`src/rtl/systolic_pkg.sv`:
```
// systolic_pkg: shared defaults, feeder state type and step-count helper for the systolic datapath.
// No ports. Used by the feeder, the array and the result collector.
package systolic_pkg;
   localparam int DEF_WIDTH = 8;
   localparam int DEF_SIZE  = 10;
   typedef enum logic [1:0] {LOAD, STREAM, DONE} feeder_state_t;
   // Number of skewed steps needed to push a SIZE x SIZE matrix through the array edge.
   function automatic int stream_steps(input int size);
      return 2 * size - 1;
   endfunction
endpackage

```
`src/rtl/systolic_skew_mux.sv`:
```
// systolic_skew_mux: combinational selection of one diagonally skewed lane vector from a buffered matrix.
// Ports: mat_i  - buffered matrix, row r at mat_i[r], element c at [c*WIDTH +: WIDTH]
//        step_i - skew step t
//        lane_o - lane i at [i*WIDTH +: WIDTH], zero where the lane carries no element
//        mask_o - bit i set when lane i carries a real element (0 <= t-i < SIZE)
// Macro SYSTOLIC_FEEDER_TRANSPOSE_EN: when defined, lanes stream columns instead of rows.
module systolic_skew_mux
   import systolic_pkg::*;
#(
   parameter int WIDTH  = DEF_WIDTH,
   parameter int SIZE   = DEF_SIZE,
   parameter int STEP_W = $clog2(2 * SIZE)
) (
   input  logic [SIZE-1:0][SIZE*WIDTH-1:0] mat_i,
   input  logic [STEP_W-1:0]               step_i,
   output logic [SIZE*WIDTH-1:0]           lane_o,
   output logic [SIZE-1:0]                 mask_o
);
   always_comb begin
      lane_o = '0;
      mask_o = '0;
      for (int i = 0; i < SIZE; i++) begin
         // k is how far lane i has progressed into its row (or column)
         automatic int k = int'(step_i) - i;
         if (k >= 0 && k < SIZE) begin
            mask_o[i] = 1'b1;
`ifdef SYSTOLIC_FEEDER_TRANSPOSE_EN
            lane_o[i*WIDTH +: WIDTH] = mat_i[k][i*WIDTH +: WIDTH];
`else
            lane_o[i*WIDTH +: WIDTH] = mat_i[i][k*WIDTH +: WIDTH];
`endif
         end
      end
   end
endmodule

```
`src/rtl/systolic_input_feeder.sv`:
```
// systolic_input_feeder: buffers one SIZE x SIZE matrix row by row and streams it as skewed lane vectors.
// Ports: clk, reset        - clock, synchronous active-high reset
//        in_valid/in_ready - row handshake, in_row element j at [j*WIDTH +: WIDTH]
//        out_valid/out_ready - step handshake, out_ready low stalls the stream
//        out_lane, out_lane_mask - registered lane vector and per-lane valid mask
//        done              - one-cycle pulse after the last step is consumed
// Macro SYSTOLIC_FEEDER_TRANSPOSE_EN (in systolic_skew_mux): column-major streaming.
module systolic_input_feeder
   import systolic_pkg::*;
#(
   parameter int WIDTH  = DEF_WIDTH,
   parameter int SIZE   = DEF_SIZE,
   parameter int STEP_W = $clog2(2 * SIZE)
) (
   input  logic                  clk,
   input  logic                  reset,
   input  logic                  in_valid,
   output logic                  in_ready,
   input  logic [SIZE*WIDTH-1:0] in_row,
   output logic                  out_valid,
   input  logic                  out_ready,
   output logic [SIZE*WIDTH-1:0] out_lane,
   output logic [SIZE-1:0]       out_lane_mask,
   output logic                  done
);
   localparam int ROW_W = SIZE > 1 ? $clog2(SIZE) : 1;
   localparam int STEPS = stream_steps(SIZE);
   feeder_state_t                  state_q, state_d;
   logic [ROW_W-1:0]               row_cnt_q, row_cnt_d;
   logic [STEP_W-1:0]              step_q, step_d;
   logic [SIZE-1:0][SIZE*WIDTH-1:0] mat_q, mat_d;
   logic [SIZE*WIDTH-1:0]          lane_q, lane_d, mux_lane;
   logic [SIZE-1:0]                mask_q, mask_d, mux_mask;
   logic                           accept, fire, last_row, last_step;
   assign accept    = in_valid && state_q == LOAD;
   assign fire      = out_ready && state_q == STREAM;
   assign last_row  = row_cnt_q == ROW_W'(SIZE - 1);
   assign last_step = step_q == STEP_W'(STEPS - 1);
   always_ff @(posedge clk) begin
      if (reset) begin
         state_q   <= LOAD;
         row_cnt_q <= '0;
         step_q    <= '0;
         lane_q    <= '0;
         mask_q    <= '0;
      end else begin
         state_q   <= state_d;
         row_cnt_q <= row_cnt_d;
         step_q    <= step_d;
         lane_q    <= lane_d;
         mask_q    <= mask_d;
      end
   end
   always_ff @(posedge clk) begin
      mat_q <= mat_d;
   end
   always_comb begin
      case (state_q)
         LOAD:    state_d = accept && last_row ? STREAM : LOAD;
         STREAM:  state_d = fire && last_step ? DONE : STREAM;
         default: state_d = LOAD;
      endcase
      row_cnt_d = accept ? (last_row ? '0 : row_cnt_q + 1'b1) : row_cnt_q;
      step_d    = state_q == STREAM && !(fire && last_step) ? step_q + STEP_W'(fire) : '0;
      for (int r = 0; r < SIZE; r++) begin
         mat_d[r] = accept && row_cnt_q == ROW_W'(r) ? in_row : mat_q[r];
      end
   end
   // The mux looks at next-cycle buffer and step so the lane register already holds step t when step_q is t.
   systolic_skew_mux #(
      .WIDTH (WIDTH),
      .SIZE  (SIZE),
      .STEP_W(STEP_W)
   ) u_mux (
      .mat_i (mat_d),
      .step_i(step_d),
      .lane_o(mux_lane),
      .mask_o(mux_mask)
   );
   always_comb begin
      lane_d = state_d == STREAM ? mux_lane : '0;
      mask_d = state_d == STREAM ? mux_mask : '0;
   end
   assign in_ready      = state_q == LOAD;
   assign out_valid     = state_q == STREAM;
   assign done          = state_q == DONE;
   assign out_lane      = lane_q;
   assign out_lane_mask = mask_q;
endmodule

```
`config.mk`:
```
export PLATFORM = sky130hd
export DESIGN_NAME = systolic_input_feeder
export DESIGN_NICKNAME = d
export VERILOG_FILES = /design/src/rtl/systolic_pkg.sv /design/src/rtl/systolic_skew_mux.sv /design/src/rtl/systolic_input_feeder.sv
export SDC_FILE = /design/constraint.sdc
export NUM_CORES = 1
export LEC_CHECK = 0
export BUFFER_PORTS_ARGS = -buffer_cell sky130_fd_sc_hd__buf_2
export CORE_ASPECT_RATIO = 1.1
export CORE_UTILIZATION = 23
export CTS_CLUSTER_DIAMETER = 50
export DETAILED_ROUTE_END_ITERATION = 8
export HOLD_SLACK_MARGIN = 0.05
export PLACE_DENSITY = 0.5
export RECOVER_POWER = 50
export SETUP_SLACK_MARGIN = 0.05
export SLEW_MARGIN = 20
export SYNTH_ARGS = -nofsm -noshare
export SYNTH_HDL_FRONTEND = slang
export SYNTH_SLANG_ARGS = --single-unit
```
`constraint.sdc`:
```
create_clock -name clk -period 5.2 [get_ports clk]
set_input_delay 0.26 -clock clk [delete_from_list [all_inputs] [get_ports clk]]
set_output_delay 0.26 -clock clk [all_outputs]
set_load 0.02 [all_outputs]
```
==> flow_metrics.tcl <==
set metrics [dict create \
    status "finished with violations" \
    violations "design-rule violations, max-capacitance violations, max-slew violations" \
    multi_input_area_um2 17500 \
    arrival_ps 5320 \
    maxCapViolCount 5 \
    timing.fmax_mhz 213 \
    nFillCells 16700 \
    p_sw_mw 4.48 \
    required_ps 5820 \
    ys_seq_area_frac 0.493 \
    grt_max_degree 96 \
    firstDrtPassIters 7 \
    ys.warnings.count 0 \
    p_leak_nw 17.5 \
    crit_path_max_fanout 80 \
    syn-num-nets 3441 \
    vias_per_cell 4.74 \
    yosys.area.top_type_share 0.493 \
    yosysTopAreaCell "dfxtp_1" \
    globalplace.congestion 0.893 \
    synth-edff-count 0 \
    gr-usage-all-layers 0.179 \
    cp-end-kind "flip-flop" \
    post-route-min-period_ps 4710 \
    clkTransAtPathRegs_ps 60 \
    yosys_most_used_dff "dfxtp_1" \
    start_util 0.232 \
    regArea_um2 18000 \
    dieHeight_um 420 \
    tightest_slew_ps 2880 \
    crit_path_top_delay_cell "clkbuf_2" \
    final_cell_area_um2 43600 \
    yosys.cell_types.count 68 \
    crit_path_cell_trace "nor4b_1, nand3_4, clkbuf_2, mux2_1, mux4_2, mux2_2, a21o_1" \
    fin_nets 3540 \
    post-route-period-util 0.905 \
    vdd_drop_max_mv 0.286 \
    core_area_um2 158000 \
    cts_buffer_depth 3 \
    synth.area.top_cells "dfxtp_1 (49%), mux2_2 (24%), mux4_2 (3.7%)" \
    powerDensity_nw_per_um2 414 \
    setup_tns_ps 0 \
    crit_type "flip-flop to flip-flop" \
    area_delta_synth_final_pct 19.0 \
    ant_nets 0 \
    cts-root-buf "clkbuf_16" \
    cts_hold_buf 7 \
    hold_viol_final 0 \
    async_flop_share 0 \
    placed_area_um2 39900 \
    comb_power_share 0.110 \
    drtIter0Drc 2093 \
    cts_tree "built" \
    swShare 0.248 \
    cts_sinks 901 \
    drive_gt1_frac 0.325 \
    holdCritPathClass "input pin to flip-flop" \
    wire_per_inst_um 26.0 \
    clock_latency_ps 720 \
    grt_pass1_wl_um 203000 \
    p_int_mw 13.6 \
    htreeDepth 3 \
    io_pins 177 \
    slew_viol_final 325 \
    yosys_register_bits 901 \
    dp_hpwl_um 91600 \
    syn_area_um2 36600 \
    rows 153 \
    power.share.clock 0.444 \
    post_cts_buffers 0 \
    p_seq_frac 0.446 \
    skew_ps 45.4 \
    cp-start-kind "flip-flop" \
    synth_cells 3339 \
    cts.repair.resized 0 \
    wl_um 147000 \
    rsz0062_at_grt "false" \
    port_buffers 176 \
    overflow 0 \
    num_vias 26700 \
    dieArea_um2 161000 \
    grt_antenna_before_repair 38 \
    cts_made_buffers 112 \
    setup_viol 0 \
    timing.slew.headroom -0.917 \
    synth.avg_cell_area_um2 11.0 \
    drc_errors 28 \
    slowest_delay_ps 1120 \
    die_x_um 382 \
    first_global_vias 25900 \
]
==> metrics by stage <==
stage / std cells / util / total power, mW / setup slack [ps] / hold WS [ps]
after floorplan: 3339 / - / 9.56 / 222 / 407
after global placement: 5409 / 0.252 / 10.1 / 781 / 418
after detailed placement: 5409 / 0.252 / 10.2 / 747 / 424
after CTS: 5622 / 0.277 / 18.2 / 724 / 50.2
after global routing: 5623 / 0.276 / 18.7 / 223 / 85.1
final: 5629 / 0.276 / 18.0 / 494 / 62.7
==> synthesized netlist by cell type (15+ instances only) <==
cell / count
a21o_1: 18
a21oi_1: 90
buf_1: 38
buf_2: 35
clkbuf_1: 195
dfxtp_1: 901
ha_1: 18
mux2_2: 772
mux2i_1: 101
mux4_2: 60
nand2_1: 355
nand3_1: 18
nor2_1: 252
nor3_1: 60
nor4_1: 23
o211ai_1: 34
o21a_1: 15
o21ai_0: 39
o22ai_1: 24
o32ai_1: 27
or2_2: 31
or3_1: 47
==> state kept, by name, summed over array words and instances, names as in the netlist <==
name	cells
out_lane	80
mat_q	800
row_cnt_q	4
out_lane_mask	10
step_q	5
state_q	2
==> layout make-up <==
| cell class | instances | area share |
|---|---|---|
| inverter | 19 | 0.00184 |
| clock inverter | 50 | 0.0138 |
| antenna | 7 | 0.000402 |
| sequential | 901 | 0.414 |
| clock buffer | 156 | 0.0739 |
| multi-input combinational | 2141 | 0.401 |
| tap | 2092 | 0.0600 |
| timing repair buffer | 263 | 0.0349 |
==> critical path, delay by kind of cell (launching register included) <==
family          cells  cell delay [ps]
simple gates        2             1170
mux                 3             1560
compound gates      1              170
flops               1              420
buf+inv             1             1120
==> layer usage <==
layer,global-route usage,share of wire,vias up
li1,-,-,12000
met1,0.212,0.39,13500
met2,0.315,0.50,898
met3,0.0256,0.058,243
met4,0.0852,0.051,2
met5,0,0.000089,-
==> placed cells by master, fill, tap and decap left out, types with 23 or more instances in the layout <==
cell and instances:
buf_2 83, clkbuf_16 115, o21ai_0 39, o22ai_1 24
nand2_1 354, or2_2 31, o32ai_1 27, a21oi_1 90
mux2_2 690, mux2_1 82, mux4_2 60, mux2i_1 101
o211ai_1 34, or3_1 47, clkbuf_1 117, nor2_1 251
nor4_1 23, dfxtp_1 901, buf_4 67, nor3_1 59
==> path summary, 6_finish.rpt <==
path / from / end / slack, ps / depth (start not counted)
max: row_cnt_q[1] / out_lane[14] / 490 / 7
min: in_row[4] / mat_q[404] / 60 / 3
max reg2reg: row_cnt_q[1] / out_lane[14] / 490 / 7
min reg2reg: mat_q[469] / mat_q[469] / 430 / 2
==> kinds of logic after synthesis <==
family,share of synthesized area
AO/OA/AOI/OAI,0.0651
XOR/XNOR,0.00427
adder cells (fa/ha/maj),0.00615
buffers and inverters,0.0323
flip-flops,0.493
multiplexers,0.302
AND/OR/NAND/NOR,0.0978
==> power by group through the flow <==
stage / registers, mW / clock network [mW] / logic (mW)
finish: 8.05 / 8.00 / 1.99
global route: 8.15 / 8.47 / 2.13
CTS: 8.05 / 8.15 / 2.01
detailed placement: 8.20 / 0 / 2.00
global placement: 8.16 / 0 / 1.97
floorplan: 8.13 / 0 / 1.43
Note: power is estimated with default switching activity, not from simulation.
